**config.mk**
```make
export PLATFORM = sky130hd
export DESIGN_NAME = and_result_monitor
export DESIGN_NICKNAME = d
export VERILOG_FILES = /design/src/rtl/and_result_monitor.sv
export SDC_FILE = /design/constraint.sdc
export NUM_CORES = 1
export LEC_CHECK = 0
export ABC_AREA = 0
export CORE_MARGIN = 5
export CORE_UTILIZATION = 35
export DETAILED_ROUTE_END_ITERATION = 10
export DONT_BUFFER_PORTS = 1
export GPL_TIMING_DRIVEN = 0
export SLEW_MARGIN = 10
export SYNTH_ARGS = -nofsm -noshare
export SYNTH_HDL_FRONTEND = slang
export SYNTH_SLANG_ARGS = --single-unit
```
**constraint.sdc**
```tcl
create_clock -name clk -period 1.7 [get_ports clk]
set_clock_uncertainty 0.1 [all_clocks]
set_input_delay 0.17 -clock clk [delete_from_list [all_inputs] [get_ports clk]]
set_output_delay 0.17 -clock clk [all_outputs]
set_load 0.02 [all_outputs]
```
**src/rtl/and_result_monitor.sv**
```systemverilog
// and_result_monitor
// ------------------
// Consumer of the two-output AND stage. Counts, over a window of WINDOW
// accepted samples, how many continuous-assign results were 1 and how many
// samples had the two implementations disagreeing. Each window ends with a
// count report over a valid/ready handshake. A sticky flag records any
// disagreement since reset or clear.
//
// Optional feature macro: AND_MON_MISMATCH_CNT_EN
//   defined   -> per-window mismatch counter built, rpt_mismatch reports it
//   undefined -> mismatch counter omitted, rpt_mismatch tied to 0
//
// Ports:
//   clk            clock, rising edge
//   rst            asynchronous active-high reset
//   in_valid       sample present on in_assign/in_alwaysblock
//   in_ready       block accepts a sample (low while a report is pending)
//   in_assign      continuous-assign result from the AND stage
//   in_alwaysblock always-block result from the AND stage
//   clear          synchronous abort of window, report and sticky flag
//   rpt_valid      report is valid
//   rpt_ready      consumer accepts the report
//   rpt_ones       samples in the window with in_assign=1
//   rpt_mismatch   samples in the window with in_assign != in_alwaysblock
//   mismatch_seen  sticky disagreement flag
module and_result_monitor #(
  parameter int WINDOW = 16,
  parameter int CNT_W  = 8
) (
  input  logic             clk,
  input  logic             rst,
  input  logic             in_valid,
  output logic             in_ready,
  input  logic             in_assign,
  input  logic             in_alwaysblock,
  input  logic             clear,
  output logic             rpt_valid,
  input  logic             rpt_ready,
  output logic [CNT_W-1:0] rpt_ones,
  output logic [CNT_W-1:0] rpt_mismatch,
  output logic             mismatch_seen
);

  typedef enum logic [1:0] {
    IDLE   = 2'd0,
    ACCUM  = 2'd1,
    REPORT = 2'd2
  } state_e;

  state_e state_q, state_d;

  logic [CNT_W-1:0] sample_cnt_q, sample_cnt_d;
  logic [CNT_W-1:0] ones_cnt_q, ones_cnt_d;
  logic             seen_q, seen_d;
  logic             accept;
  logic             differ;
  logic [CNT_W-1:0] sample_cnt_inc;

`ifdef AND_MON_MISMATCH_CNT_EN
  logic [CNT_W-1:0] mis_cnt_q, mis_cnt_d;
`endif

  // Saturating increment; never saturates with legal parameters.
  function automatic logic [CNT_W-1:0] sat_inc(input logic [CNT_W-1:0] v,
                                               input logic en);
    if (en && (v != {CNT_W{1'b1}})) begin
      return v + CNT_W'(1);
    end
    return v;
  endfunction

  assign accept         = in_valid && in_ready;
  assign differ         = in_assign ^ in_alwaysblock;
  assign sample_cnt_inc = sat_inc(sample_cnt_q, 1'b1);

  // State register
  always_ff @(posedge clk or posedge rst) begin
    if (rst) begin
      state_q <= IDLE;
    end else begin
      state_q <= state_d;
    end
  end

  // Next-state logic; the accept that completes the window goes straight to
  // REPORT, which also covers WINDOW=1 from IDLE.
  always_comb begin
    state_d = state_q;
    unique case (state_q)
      IDLE, ACCUM: begin
        if (accept) begin
          state_d = (sample_cnt_inc == CNT_W'(WINDOW)) ? REPORT : ACCUM;
        end
      end
      REPORT: begin
        if (rpt_ready) begin
          state_d = IDLE;
        end
      end
      default: state_d = IDLE;
    endcase
    if (clear) begin
      state_d = IDLE;
    end
  end

  // Output logic; the report reads the held window counters directly, since
  // no sample can be accepted while in REPORT.
  always_comb begin
    in_ready     = (state_q != REPORT);
    rpt_valid    = (state_q == REPORT);
    rpt_ones     = rpt_valid ? ones_cnt_q : '0;
`ifdef AND_MON_MISMATCH_CNT_EN
    rpt_mismatch = rpt_valid ? mis_cnt_q : '0;
`else
    rpt_mismatch = '0;
`endif
  end

  assign mismatch_seen = seen_q;

  // Counter datapath: clear beats the report handshake, which beats an accept.
  always_comb begin
    sample_cnt_d = sample_cnt_q;
    ones_cnt_d   = ones_cnt_q;
    seen_d       = seen_q;
`ifdef AND_MON_MISMATCH_CNT_EN
    mis_cnt_d    = mis_cnt_q;
`endif
    if (clear) begin
      sample_cnt_d = '0;
      ones_cnt_d   = '0;
      seen_d       = 1'b0;
`ifdef AND_MON_MISMATCH_CNT_EN
      mis_cnt_d    = '0;
`endif
    end else if ((state_q == REPORT) && rpt_ready) begin
      sample_cnt_d = '0;
      ones_cnt_d   = '0;
`ifdef AND_MON_MISMATCH_CNT_EN
      mis_cnt_d    = '0;
`endif
    end else if (accept) begin
      sample_cnt_d = sample_cnt_inc;
      ones_cnt_d   = sat_inc(ones_cnt_q, in_assign);
      seen_d       = seen_q | differ;
`ifdef AND_MON_MISMATCH_CNT_EN
      mis_cnt_d    = sat_inc(mis_cnt_q, differ);
`endif
    end
  end

  always_ff @(posedge clk or posedge rst) begin
    if (rst) begin
      sample_cnt_q <= '0;
      ones_cnt_q   <= '0;
      seen_q       <= 1'b0;
`ifdef AND_MON_MISMATCH_CNT_EN
      mis_cnt_q    <= '0;
`endif
    end else begin
      sample_cnt_q <= sample_cnt_d;
      ones_cnt_q   <= ones_cnt_d;
      seen_q       <= seen_d;
`ifdef AND_MON_MISMATCH_CNT_EN
      mis_cnt_q    <= mis_cnt_d;
`endif
    end
  end

endmodule

```
# [Yosys cells after proc, flatten, opt, wreduce, memory -nomap -nowiden]
# Cells that the tools add are included.
[word_totals] reg_bits=19 in_bits=7 out_inout_bits=19 elab_cells=52
[classes] addsub=2 eq_ne=9 n_mux=24 bitwise_logic=2 reduce_logical=11
[ops] op="$mux W8" n=11
[ops] op="$add A8 B1 Y8 const B" n=2
[ops] op="$ne A8 B8 Y1 const B" n=2
[ops] op="$eq A8 B5 Y1 const B" n=1
[ops] op="$mux W1" n=8
[ops] op="$mux W2" n=4
[ops] op="$reduce_and A2 Y1" n=3
[ops] op="$reduce_bool A3 Y1" n=2
[ops] op="$ne A2 B2 Y1 const B" n=2
[ops] op="$pmux W2 S2" n=1
[ops] op="$logic_and A1 B1 Y1" n=3
[ops] op="$ne A3 B2 Y1 const B" n=1
[ops] op="$ne A3 B3 Y1 const B" n=1
[ops] op="$eq A2 B1 Y1 const B" n=1
[ops] op="$eq A2 B2 Y1 const B" n=1
[ops] op="$logic_not A2 Y1" n=1
[ops] op="$reduce_bool A2 Y1" n=1
[ops] op="$reduce_or A2 Y1" n=1
[ops] op="$or A1 B1 Y1" n=1
[ops] op="$xor A1 B1 Y1" n=1

# [Logic depth before layout (Yosys ltp)]
[logic_depth] word_depth=10 depth_mapped=7 ltp_nobuf=6

# [Worst setup path before layout]
# Ideal clock, no wire load.
[synth_timing] path_kind="register to register" start="reg sample_cnt_q[0]" end="reg state_q[1]" setup_ns=0.120 arrival_ns=1.424 path_slack_ns=0.056 stages_incl_launch_ff=7 synth_period_minus_slack_ns=1.644 cell_sequence="dfrtp_1 > ha_1 > and2_2 > nor3b_1 > o211ai_1 > a21oi_2 > a31o_1"
[synth_via] elab_chain_len=8 word_cells_on_any_way=10
[synth_rtl] element="start: declaration" line_no="52" text="logic [CNT_W-1:0] sample_cnt_q, sample_cnt_d;"
[synth_rtl] element="start signal: assignment" line_no="162" text="sample_cnt_q <= sample_cnt_d;"
[synth_rtl] element="$add A8 B1 Y8 / $ne A8 B8 Y1 (equally long branches)" line_no="67, 66"
[synth_rtl] element="$mux W8 / $mux W1 (equally long branches)" line_no="66" text="if (en && (v != {CNT_W{1'b1}})) begin"
[synth_rtl] element="$mux W8 (*)" line_no="69" text="return v;"
[synth_rtl] element="$eq A8 B5 Y1 (*)" line_no="92" text="state_d = (sample_cnt_inc == CNT_W'(WINDOW)) ? REPORT : ACCUM;"
[synth_rtl] element="$mux W2 (*)" line_no="92"
[synth_rtl] element="$mux W2 (*)" line_no="91" text="if (accept) begin"
[synth_rtl] element="$pmux W2 S2 (*)" line_no="89" text="unique case (state_q)"
[synth_rtl] element="$mux W2 (*)" line_no="102" text="if (clear) begin"
[synth_rtl] element="end signal: assignment" line_no="81" text="state_q <= state_d;"
[synth_rtl] element="end: declaration" line_no="50" text="state_e state_q, state_d;"
# Every way passes the cells marked *; elsewhere a longest branch is shown, timed or not. The select of a mux whose other input is x is not followed.
# A chain may end at the register's enable or synchronous reset.

# [Final worst setup path]
[layout_timing] start="reg sample_cnt_q[1]" end="reg state_q[1]"
# Same word-level chain as after synthesis.

==> out/results.ini <==
[outcome]
status=finished with violations
violations=negative setup slack

[cells_and_area]
areaGrowthSynthToFinish_pct=21.0
antenna-diode-count=0
fin_nets=167
drive_gt1_share_pct=28.0

[synthesis]
synth_warnings=0
ys_seq_area_share_pct=39.3
synth.most_common_cell=dfrtp_1
syn_inst=136
yosysTopAreaCell=dfrtp_1
synth-seq-cells=19
synth-main-ff-cell=dfrtp_1
synthDistinctLibCells=39
synthTopCellsByArea=dfrtp_1 39%, buf_4 5.6%, nor2_1 5.6%
synthArstFlopShare_pct=100
yosysTopAreaCellShare_pct=39.3
syn_area_mm2=0.00121
synthTopCellsByCount=19 x dfrtp_1, 18 x nor2_1, 11 x a21oi_1, 9 x and2_1, 9 x buf_4
syn_avg_cell_area_um2=8.89
synth-edff-count=0

[timing]
worstMarginPinSlew_ns=0.735
min_period_ns=1.71
slew_violations=0
setup_tns_ns=-0.00801
max_slew_margin_pct=50.9
hold_viol=0
setup_ws_ns=-0.00801
rsz0062_at_grt=yes
max_freq_mhz=585
finalSetupViolations=1
min_period_over_period_pct=100

[critical_path]
slowest_stage=or4b_4
end_kind=flop
critical_path_arrival_ns=1.85
cp_cell_sequence=buf_4 -> and3_4 -> or4b_4 -> a21oi_2 -> a31o_1
cp.required_ns=1.85
worst_path_dominant_cell_family=simple AND/OR/NAND/NOR gates
crit_path_max_incr_delay_ns=0.48
setup.worst_path.class=reg2reg
cp-start-kind=flop
worstPathBufferInverterCount=1
path_max_fanout=6

[cts]
clockBufferDepth=2
clock_latency_ns=0.30
cts.sinks=19
cts_root_buf=clkbuf_4
cts_tree=yes
cts_inserted_buffers=3
path_clk_slew_ns=0.11
cts_max_level=1

[routing]
drt-pass1-iter-count=4
drc=0
ant_nets=0
wirelength_mm=2.68
first_iter_violations=36
wl_per_cell_um=13.2
via_per_inst=5.04
vias=1024

[power]
ir_worst_vdd_uv=456
pwr_density_cell_mw_per_mm2=571
finalPower_w=0.000836
cellLeakagePower_nw=0.619

[floorplanning]
chipHeight_um=68.8
row_count=21
io-pin-count=26
fp.coreArea_mm2=0.00334
fp.dieW_um=68.8
start_util_pct=36.2
die-area_mm2=0.00473

[place]
hpwl_mm=1.92
dp_slack_ns=-0.149
portBuffers=0
gp_congestion=0.791

[global_routing]
grt_pass1_wl_mm=4.45
grt_max_degree=20
antenna_found_initial=0
grt.total_usage_pct=12.8
grt-ovfl-total=0
grt_pass1_vias=963

[hold_path]
hp-class=in2reg

[flow_run]
maxCapViolations=0

[cell usage in the layout (no fill, tap or decap), types with 2 or more instances in the layout]
cell,Yosys,routed
ha_2,0,2
nor2_2,0,2
xor2_1,2,2
and2_4,0,7
and3_2,2,2
nor3b_1,2,2
nor2_1,18,16
buf_4,9,15
nand3_1,7,6
nor3_1,5,5
inv_1,5,4
clkbuf_4,0,3
o21ai_0,8,8
conb_1,1,8
a21oi_1,11,11
xnor2_1,5,5
nand2_1,5,5
nand4_1,2,2
or3_1,2,2
dlygate4sd3_1,0,4
and2_1,9,2
dfrtp_1,19,18
[cell families after synthesis]
kind of cell             count (synthesis)  share of synthesized area [%]
XOR/XNOR                                 7                           5.07
adder cells (fa/ha/maj)                  2                           2.07
flip-flops                              19                           39.3
multiplexers                             1                          0.828
buffers and inverters                   17                           8.28
other                                    1                          0.310
AND/OR/NAND/NOR                         60                           28.1
AO/OA/AOI/OAI                           29                           16.0
[report_power, final]
group / total (W) / switching [W] / internal, W
registers: 0.000472 / 0.00000986 / 0.000462
logic: 0.000124 / 0.0000676 / 0.0000567
clock network: 0.000239 / 0.000152 / 0.0000878
[final timing paths]
check | endpoint | startpoint | slack [ns] | depth (start not counted)
worst max-delay path | state_q[1] | sample_cnt_q[1] | -0.008 | 5
worst min-delay path | mismatch_seen | in_alwaysblock | 0.04 | 3
worst max register to register | state_q[1] | sample_cnt_q[1] | -0.008 | 5
worst min register to register | ones_cnt_q[6] | ones_cnt_q[6] | 0.49 | 2
max in group asynchronous | ones_cnt_q[4] | rst | 0.66 | 2
min in group asynchronous | ones_cnt_q[3] | rst | 0.33 | 2
[stage by stage]
step,instances,utilization (%),hold slack (ns),area (µm²)
after floorplan,143,-,0.0211,1230
after global placement,189,38.7,0.121,1290
after detailed placement,189,38.7,0.128,1290
after CTS,200,42.1,0.0306,1410
after global routing,203,43.8,0.0294,1460
final,203,43.8,0.0373,1460
[sequential cells by signal (all words and copies together), names as in the netlist]
| register | count |
|---|---|
| state_q | 2 |
| mismatch_seen | 1 |
| ones_cnt_q | 8 |
| sample_cnt_q | 8 |
[per-layer routing]
metal	routed length, µm	up-vias	global-route usage [%]	share of wire [%]
met5	0	-	0	0
met4	25	0	3.65	0.93
met1	1170	496	14.7	44
li1	-	504	-	-
met2	1350	22	23.0	50
met3	134	2	3.40	5.0
[cell type report]
class	instances	area, µm²
Buffer	12	96.3
Clock inverter	1	5.00
Fill cell	356	1870
Timing Repair Buffer	10	85.1
Multi-Input combinational cell	107	698
Inverter	5	21.3
Tap cell	46	57.6
Clock buffer	3	22.5
Sequential cell	19	477
[timing repair]
item	CTS	global route
hold endpoints to repair	22	0
hold buffers	4	0
gates resized for setup	12	15
endpoints found under the setup margin	17	23
gates cloned	0	0
setup buffers	3	3
pin swaps	2	4
[tightest hold or removal path: cells and delay by family]
kind	cells	cell delay (ns)
simple gates	1	0.04
xor+xnor	1	0.06
compound gates	1	0.14
Power figures use the tool's default switching activity.
